$ cat src/rtl/uart_receiver.sv
// UART receiver: 8N1 framing, mid-bit sampling from a single down-counter.
// Optional even-parity bit when UART_RX_PARITY_EN is defined (adds o_parity_err).
module uart_receiver #(
    parameter int BAUD_RATE = 115200,
    parameter int CLK_FREQ  = 25000000
) (
    input  logic       i_clk,
    input  logic       i_rst,
    input  logic       i_uart,
    output logic [7:0] o_byte,
    output logic       o_valid,
    output logic       o_frame_err,
`ifdef UART_RX_PARITY_EN
    output logic       o_parity_err,
`endif
    output logic       o_busy
);

    localparam int BAUD_PERIOD = CLK_FREQ / BAUD_RATE;
    localparam int HALF_PERIOD = BAUD_PERIOD / 2;
    localparam logic [15:0] BAUD_RELOAD = 16'(BAUD_PERIOD - 1);
    localparam logic [15:0] HALF_RELOAD = 16'(HALF_PERIOD - 1);

    typedef enum logic [2:0] {
        IDLE   = 3'd0,
        START  = 3'd1,
        DATA   = 3'd2,
        PARITY = 3'd3,
        STOP   = 3'd4,
        BREAK  = 3'd5
    } state_t;

    state_t      r_state, w_next;
    logic        r_sync1, r_sync2;
    logic [15:0] r_cnt;
    logic [2:0]  r_idx;
    logic [7:0]  r_shift;
    logic [7:0]  r_byte;
    logic        r_valid, r_ferr;
    logic        w_rx, w_zero;

    assign w_rx   = r_sync2;
    assign w_zero = (r_cnt == 16'd0);

    // Line is asynchronous; nothing past this pair looks at i_uart directly.
    always_ff @(posedge i_clk or posedge i_rst) begin
        if (i_rst) begin
            r_sync1 <= 1'b1;
            r_sync2 <= 1'b1;
        end else begin
            r_sync1 <= i_uart;
            r_sync2 <= r_sync1;
        end
    end

    always_ff @(posedge i_clk or posedge i_rst) begin
        if (i_rst) r_state <= IDLE;
        else       r_state <= w_next;
    end

    always_comb begin
        w_next = r_state;
        case (r_state)
            IDLE:   if (!w_rx) w_next = START;
            START:  if (w_zero) w_next = w_rx ? IDLE : DATA;
`ifdef UART_RX_PARITY_EN
            DATA:   if (w_zero && r_idx == 3'd7) w_next = PARITY;
            PARITY: if (w_zero) w_next = STOP;
`else
            DATA:   if (w_zero && r_idx == 3'd7) w_next = STOP;
`endif
            STOP:   if (w_zero) w_next = w_rx ? IDLE : BREAK;
            BREAK:  if (w_rx) w_next = IDLE;
            default: w_next = IDLE;
        endcase
    end

`ifdef UART_RX_PARITY_EN
    logic r_par, r_perr;
    logic w_par_ok;
    assign w_par_ok     = ~(^{r_shift, r_par});
    assign o_parity_err = r_perr;
`endif

    always_ff @(posedge i_clk or posedge i_rst) begin
        if (i_rst) begin
            r_cnt   <= 16'd0;
            r_idx   <= 3'd0;
            r_shift <= 8'h00;
            r_byte  <= 8'h00;
            r_valid <= 1'b0;
            r_ferr  <= 1'b0;
`ifdef UART_RX_PARITY_EN
            r_par   <= 1'b0;
            r_perr  <= 1'b0;
`endif
        end else begin
            r_valid <= 1'b0;
            r_ferr  <= 1'b0;
`ifdef UART_RX_PARITY_EN
            r_perr  <= 1'b0;
`endif
            case (r_state)
                IDLE: if (!w_rx) r_cnt <= HALF_RELOAD;
                START: begin
                    if (w_zero) begin
                        r_cnt <= BAUD_RELOAD;
                        r_idx <= 3'd0;
                    end else r_cnt <= r_cnt - 16'd1;
                end
                DATA: begin
                    if (w_zero) begin
                        r_shift[r_idx] <= w_rx;
                        r_cnt          <= BAUD_RELOAD;
                        r_idx          <= r_idx + 3'd1;
                    end else r_cnt <= r_cnt - 16'd1;
                end
`ifdef UART_RX_PARITY_EN
                PARITY: begin
                    if (w_zero) begin
                        r_par <= w_rx;
                        r_cnt <= BAUD_RELOAD;
                    end else r_cnt <= r_cnt - 16'd1;
                end
`endif
                STOP: begin
                    if (w_zero) begin
                        // A low stop bit outranks any parity verdict.
                        if (w_rx) begin
`ifdef UART_RX_PARITY_EN
                            if (w_par_ok) begin
                                r_byte  <= r_shift;
                                r_valid <= 1'b1;
                            end else r_perr <= 1'b1;
`else
                            r_byte  <= r_shift;
                            r_valid <= 1'b1;
`endif
                        end else r_ferr <= 1'b1;
                    end else r_cnt <= r_cnt - 16'd1;
                end
                default: ;
            endcase
        end
    end

    assign o_byte      = r_byte;
    assign o_valid     = r_valid;
    assign o_frame_err = r_ferr;
    assign o_busy      = (r_state != IDLE);

endmodule

$ cat config.mk
export PLATFORM = sky130hd
export DESIGN_NAME = uart_receiver
export DESIGN_NICKNAME = d
export VERILOG_FILES = /design/src/rtl/uart_receiver.sv
export SDC_FILE = /design/constraint.sdc
export NUM_CORES = 1
export LEC_CHECK = 0
export ABC_AREA = 1
export CAP_MARGIN = 25
export CORE_ASPECT_RATIO = 1.4
export CORE_MARGIN = 8
export CORE_UTILIZATION = 56
export CTS_CLUSTER_SIZE = 10
export DETAILED_ROUTE_END_ITERATION = 6
export PLACE_DENSITY = 0.76
export SLEW_MARGIN = 20
export SYNTH_ARGS = -nofsm -noshare
export SYNTH_HDL_FRONTEND = slang
export SYNTH_SLANG_ARGS = --single-unit
export TNS_END_PERCENT = 5
$ cat constraint.sdc
create_clock -name i_clk -period 3 [get_ports i_clk]
set_clock_uncertainty 0.15 [all_clocks]
set_input_delay 0.6 -clock i_clk [delete_from_list [all_inputs] [get_ports i_clk]]
set_output_delay 0.6 -clock i_clk [all_outputs]
set_load 0.05 [all_outputs]
==> parameters.txt, run 1 <==
Parameter                              Value

Setup path
  Category of the worst setup path launch point    register
  Count of cells along the worst register-to-register path    10
  Reg2reg end    r_cnt[12]
  R2R Setup Slk    between 0.9 and 1 ns
  Category of the worst setup path capture point    output port
  Launching instance or port of the critical path    r_state[2]
  Arrival time of the worst setup path    roughly 1.7 ns
  Critical path fanouts, max    5
  Required time of the critical path    between 2 and 2.5 ns
  CP endpoint    o_busy
  Launching point of the worst reg2reg path    r_cnt[0]
  Worst Setup Path Type    register to output port

Place
  Input/output buffers    13
  Placed cells    392
  Worst-case setup slack after placement    ~0.84 ns
  GP Congestion    about 0.92
  Detail Placement HPWL    3.82 mm

STA
  Max Freq    a little over 400 MHz
  Hold Vio Cnt, Final    0
  Normalized max-slew margin    65.3%
  Smallest setup slack after layout    0.534 ns
  Period utilisation layout    a little over 80%
  Unrepaired setup endpoints after global routing    no
  Final-report max-slew violation count    0
  Least-Margin Pin Slew    between 0.5 and 0.6 ns
  Number of endpoints failing setup at the final stage    0
  Minimum clock period    around 2.5 ns
  Sum of negative setup slack    0 ns

Routing
  Vias    roughly 2.1k
  # DRC    0
  Detailed Route Iter0 Violations    155
  Routed wire length    around 5.1 mm
  Pre-antenna DRT Iters    4
  Via density per instance    around 5.2
  Average wire per cell in the routed design    roughly 13 um
  Remaining antenna violation count after routing    0

Yosys
  Post-synthesis sequential area ratio    a little over two fifths
  Share of Yosys cell area claimed by the top area cell type    between 40% and 50%
  Mean cell area of the mapped netlist    between 7 and 8 um^2
  Syn. warnings    0
  Synth cell types    32
  FFs w/ async S/R, synth    100%
  Xor/xnor cell area share of the yosys netlist    less than 1%
  Cell count after synthesis    around 320
  Biggest area consumer among synthesized cells    dfrtp_1
  Adder and majority gate portion of the synthesized area    between 2 and 2.5%
  Top area cells in the synthesized netlist    dfrtp_1, nand2_1, nand3_1
  Multiplexer area fraction after synthesis    0%
  Count leader, synth    nand2_1
  Simple-gate share of the synthesized area    around two fifths
  Main combinational cell family by area after synthesis    simple AND/OR/NAND/NOR gates
  Synthesized flop and latch total    42
  Leading cell types by count after synthesis    nand2_1, dfrtp_1, inv_1, nor2_1, nand3_1
  EDFF count, synth    0
  Top FF cell, synth    dfrtp_1
  Cell area after technology mapping    approximately 2500 um^2
  Post-synthesis net count    328
  Post-synthesis compound-gate area fraction    between 7 and 8%

Clocking
  Number of sinks on the clock net    42
  Clock transition at the registers of the reported paths    approximately 0.07 ns
  Clock Latency Late Sink    0.30 ns
  CTS max path bufs    2
  Gates resized, CTS repair    0
  Number of buffers inserted for hold repair after clock tree synthesis    0
  CTS tree    done
  Max H-tree Level    2
  Library cell used as clock root buffer    clkbuf_8
  Buffers inserted by post-CTS timing repair    0
  Cts bufs inserted    5

Finish
  Fraction of final layout cells with drive strength greater than 1    around 16%
  Number of nets in the finished design    346
  Inserted Diodes    0
  Final Util    about two thirds
  Fill cells    roughly 370
  Area growth syn-to-layout    13.5%
  Filler-free cell count of the finished design    400

GRT
  Overall Global Routing Usage    16.6%
  Initial antenna violation count    0
  Overflow after GRT    0
  Via count of the first global-routing pass    2049
  Pin count of the biggest net entering global routing    43
  Wire length of the first global-routing pass    8.93 mm

Run
  Maxcap violations    0

Power
  Maximum ir drop on the vdd rail    between 0.2 and 0.3 mV
  Total power density per cell area    409 nW/um^2
  Sequential cell fraction of total power    49.9%
  Leakage component of the power    about 0.0014 uW
  Combinational fraction of design power    under 10%
  Share of power burned in the clock network    between 40% and 50%
  Sw frac    18.9%
  Net switching component of the power    ~220 uW
  Internal power    ~930 uW

Die
  Die Area    roughly 7000 um^2
  Number of ports placed on the die boundary    14
  Chip height    94.4 um
  Floorplan die width    between 70 and 80 um
  Count of standard-cell rows    28
  Initial Utilization    between 50% and 60%
  Core Area    about 4200 um^2

Min path
  Class of the tightest hold or removal check    register to register
  Startpoint of the worst hold path    r_sync1

Outcome
  Run status    finished, final reports clean
[flip-flops by register name, indices dropped and copies added (netlist names)]
register     cells
r_shift          8
o_byte           8
r_sync1          1
r_cnt           16
r_state          3
o_valid          1
r_sync2          1
o_frame_err      1
r_idx            3
[logic make-up after synthesis]
group / count (synthesis)
xor gates and xnor gates: 1
and+or+nand+nor: 197
DFF: 42
adders and majority gates: 5
AOI/OAI and AO/OA: 31
buffers and inverters: 45
[cell type report]
class / count / area [um^2] / area share, %
Multi-Input combinational cell: 234 / 1220 / 43.6
Sequential cell: 42 / 1050 / 37.7
Inverter: 42 / 165 / 5.91
Timing Repair Buffer: 14 / 138 / 4.93
Clock buffer: 6 / 82.6 / 2.96
Tap cell: 60 / 75.1 / 2.69
Clock inverter: 2 / 60.1 / 2.15
[power by group through the flow]
stage	registers [uW]	clock network, uW	logic, uW
3_3_place_gp	581	0	17.7
5_1_grt	570	589	20.1
2_1_floorplan	581	0	10.2
3_5_place_dp	581	0	18.0
6_report	570	556	16.8
4_1_cts	570	569	18.0
[worst min path at each step]
stage	to	slack (ns)	depth (start not counted)
2_1_floorplan	r_sync2	0.20	0
3_3_place_gp	r_sync2	0.20	0
3_5_place_dp	r_sync2	0.20	0
4_1_cts	r_sync2	0.21	0
5_1_grt	r_sync2	0.21	0
6_report	r_sync2	0.21	0
[metrics by stage]
stage | hold slack [ns] | total power (uW) | area, um^2
floorplan | 0.195 | 591 | 2460
global placement | 0.196 | 599 | 2650
detailed placement | 0.200 | 599 | 2650
CTS | 0.212 | 1160 | 2790
global route | 0.212 | 1180 | 2790
finish | 0.210 | 1140 | 2790
[layout by cell type (no fill, tap or decap), types with 7 or more instances in the layout]
master           netlist  final
o21ai_0               11     11
nor2_2                 7      7
nand2_2                9      9
inv_1                 34     33
o21ai_1                8      8
nand4_1               11     11
nand3_1               32     32
dfrtp_1               40     40
nor2_1                34     34
nand2_1               88     88
clkdlybuf4s50_1        0     13
[per-layer routing]
metal  share of wire (%)  wire (um)  global-route usage (%)  up-vias
met1                  42       2160                    17.0      962
met3                 4.1        210                    3.29       10
met4                 2.2        114                    7.35        0
li1                    -          -                       -     1067
met2                  52       2640                    31.4       48
met5                   0          0                       0        -
[critical path: stages (launching register included)]
cell and delay (ns):
dfrtp_1 0.42, inv_2 0.11, nand2_2 0.09, clkdlybuf4s50_1 0.80
(Power assumes the default switching activity.)
==> run 2, diff against run 1 <==
clock period = 2.46 ns   (was 3 ns; I/O delays follow)
==> parameters.txt, run 2 (synthesis gave the netlist of run 1 again) <==
Parameter                              Value

Routing
  Average wire per cell in the routed design    12.6 um (-1.4%)
  Via density per instance    5.25 (+0.59%)
  Detailed Route Iter0 Violations    116 (-25%)
  Vias    2094 (+0.34%)
  Routed wire length    5.04 mm (-1.6%)
  # DRC    0 (unchanged)
  Pre-antenna DRT Iters    5 (+1)
  Remaining antenna violation count after routing    0 (unchanged)

Die
  Floorplan die width    72.0 um (unchanged)
  Number of ports placed on the die boundary    14 (unchanged)
  Initial Utilization    58.1% (unchanged)
  Count of standard-cell rows    28 (unchanged)
  Die Area    6800 um^2 (unchanged)
  Chip height    94.4 um (unchanged)
  Core Area    4240 um^2 (unchanged)

Setup path
  Required time of the critical path    1.82 ns (-0.43 ns)
  Arrival time of the worst setup path    1.72 ns (about the same)
  Category of the worst setup path launch point    register
  Reg2reg end    r_cnt[15]
  Cells traversed along the worst timing path    inv_2 > nand2_2 > clkdlybuf4s50_1
  Critical path fanouts, max    5 (unchanged)
  R2R Setup Slk    0.47 ns (-0.51 ns)
  Launching point of the worst reg2reg path    r_cnt[0]
  Max stage delay on crit path    0.80 ns (about the same)
  Worst Setup Path Type    register to output port
  Category of the worst setup path capture point    output port
  Count of cells along the worst register-to-register path    10 (unchanged)
  Slowest cell on crit path    clkdlybuf4s50_1

Finish
  Most common cell after layout, fill and taps aside    nand2_1
  Top reg by flops    r_cnt
  Filler-free cell count of the finished design    399 (-0.25%)
  Inserted Diodes    0 (unchanged)
  Number of nets in the finished design    346 (unchanged)
  Flip-flop count of the largest register, all copies and words added    16 (unchanged)
  Final Util    64.4% (-1.5 points)
  Area growth syn-to-layout    10.9%
  Most used cells in the layout excluding fill and tap cells    nand2_1, dfrtp_1, nor2_1, inv_1, nand3_1
  Fraction of final layout cells with drive strength greater than 1    15.6% (-0.25 points)
  Fill cells    379 (+2.7%)

Place
  Input/output buffers    13 (unchanged)
  Placed cells    392 (unchanged)
  GP Congestion    0.918 (about the same)
  Detail Placement HPWL    3.81 mm (-0.49%)

Clocking
  Library cell used as clock root buffer    clkbuf_8
  CTS max path bufs    2 (unchanged)
  Number of sinks on the clock net    42 (unchanged)
  Gates resized, CTS repair    0 (unchanged)
  Number of buffers inserted for hold repair after clock tree synthesis    0 (unchanged)
  Cts bufs inserted    5 (unchanged)
  Max H-tree Level    2 (unchanged)
  Clock Latency Late Sink    0.29 ns (about the same)
  CTS tree    done
  Clock transition at the registers of the reported paths    0.07 ns (about the same)
  Buffers inserted by post-CTS timing repair    0 (unchanged)

Outcome
  Run status    finished, final reports clean

GRT
  Overflow after GRT    0 (unchanged)
  Wire length of the first global-routing pass    8.82 mm (-1.2%)
  Pin count of the biggest net entering global routing    43 (unchanged)
  Overall Global Routing Usage    16.3% (-0.21 points)
  Via count of the first global-routing pass    2056 (+0.34%)
  Initial antenna violation count    0 (unchanged)

STA
  Max Freq    around 420 MHz
  Number of endpoints failing setup at the final stage    0 (unchanged)
  Final-report max-slew violation count    0 (unchanged)
  Least-Margin Pin Slew    0.515 ns (-0.00559 ns)
  Minimum clock period    2.36 ns
  Sum of negative setup slack    0 ns (unchanged)
  Normalized max-slew margin    65.6% (+0.37 points)
  Unrepaired setup endpoints after global routing    no
  Period utilisation layout    between 90% and 100%
  Hold Vio Cnt, Final    0 (unchanged)

Power
  Post-route total power    1140 uW (-0.45%)
  Total power density per cell area    417 nW/um^2 (+1.9%)
  Maximum ir drop on the vdd rail    0.242 mV (-7.1%)
  Leakage component of the power    0.00139 uW (-1.9%)

Min path
  Startpoint of the worst hold path    r_sync1
  Hold Path Stages    0 (unchanged)
  Class of the tightest hold or removal check    register to register
  Worst hold endpoint    r_sync2

Run
  Maxcap violations    0 (unchanged)
-- run 2: changes by cell type in the layout (fill, tap and decap cells not counted), sizes merged --
cell / previous run / this run
clkbuf: 6 / 5
clkinv: 2 / 4
bufinv: 2 / 0
-- run 2: cell type report --
class,count,area (um^2),share of cell area (%)
inverter,42,165,6.05
clock buffer,5,68.8,2.52
tap,60,75.1,2.75
multi-input combinational,234,1220,44.7
timing repair buffer,14,138,5.04
sequential,42,1050,38.6
clock inverter,2,10.0,0.367
-- run 2: critical path, delay by kind of cell, from the launching register on --
kind	cells	cell delay (ns)
flip-flops	1	0.43
AND/OR/NAND/NOR	1	0.09
buffers and inverters	2	0.91
-- run 2: power by group --
part	internal [uW]	total [uW]	switching, uW
logic	4.38	20.4	16.0
clock network	191	422	232
registers	693	695	2.25
total	888	1140	250
-- run 2: worst max path at each step --
| stage | startpoint | to | slack (ns) | cells past startpoint |
|---|---|---|---|---|
| 2_1_floorplan | r_state[0] | r_cnt[1] | 0.73 | 9 |
| 3_3_place_gp | r_state[2] | o_busy | 0.43 | 3 |
| 3_5_place_dp | r_state[2] | o_busy | 0.41 | 3 |
| 4_1_cts | r_state[2] | o_busy | 0.09 | 3 |
| 5_1_grt | r_state[2] | o_busy | 0.02 | 3 |
| 6_report | r_state[2] | o_busy | 0.1 | 3 |
-- run 2: routing by layer --
metal / GRT usage (%) / share of wire [%] / vias to the layer above
met4: 7.86 / 2.7 / 0
met2: 30.8 / 52 / 49
li1: - / - / 1059
met1: 16.7 / 41 / 973
met5: 0 / 0 / -
met3: 3.18 / 4.4 / 13
-- run 2: metrics by stage --
| stage | setup slack, ns | instance area (um^2) | hold slack (ns) |
|---|---|---|---|
| final | 0.0967 | 2730 | 0.209 |
| after detailed placement | 0.405 | 2650 | 0.199 |
| after floorplan | 0.733 | 2460 | 0.195 |
| after CTS | 0.0853 | 2730 | 0.211 |
| after global routing | 0.0190 | 2730 | 0.212 |
| after global placement | 0.434 | 2650 | 0.197 |
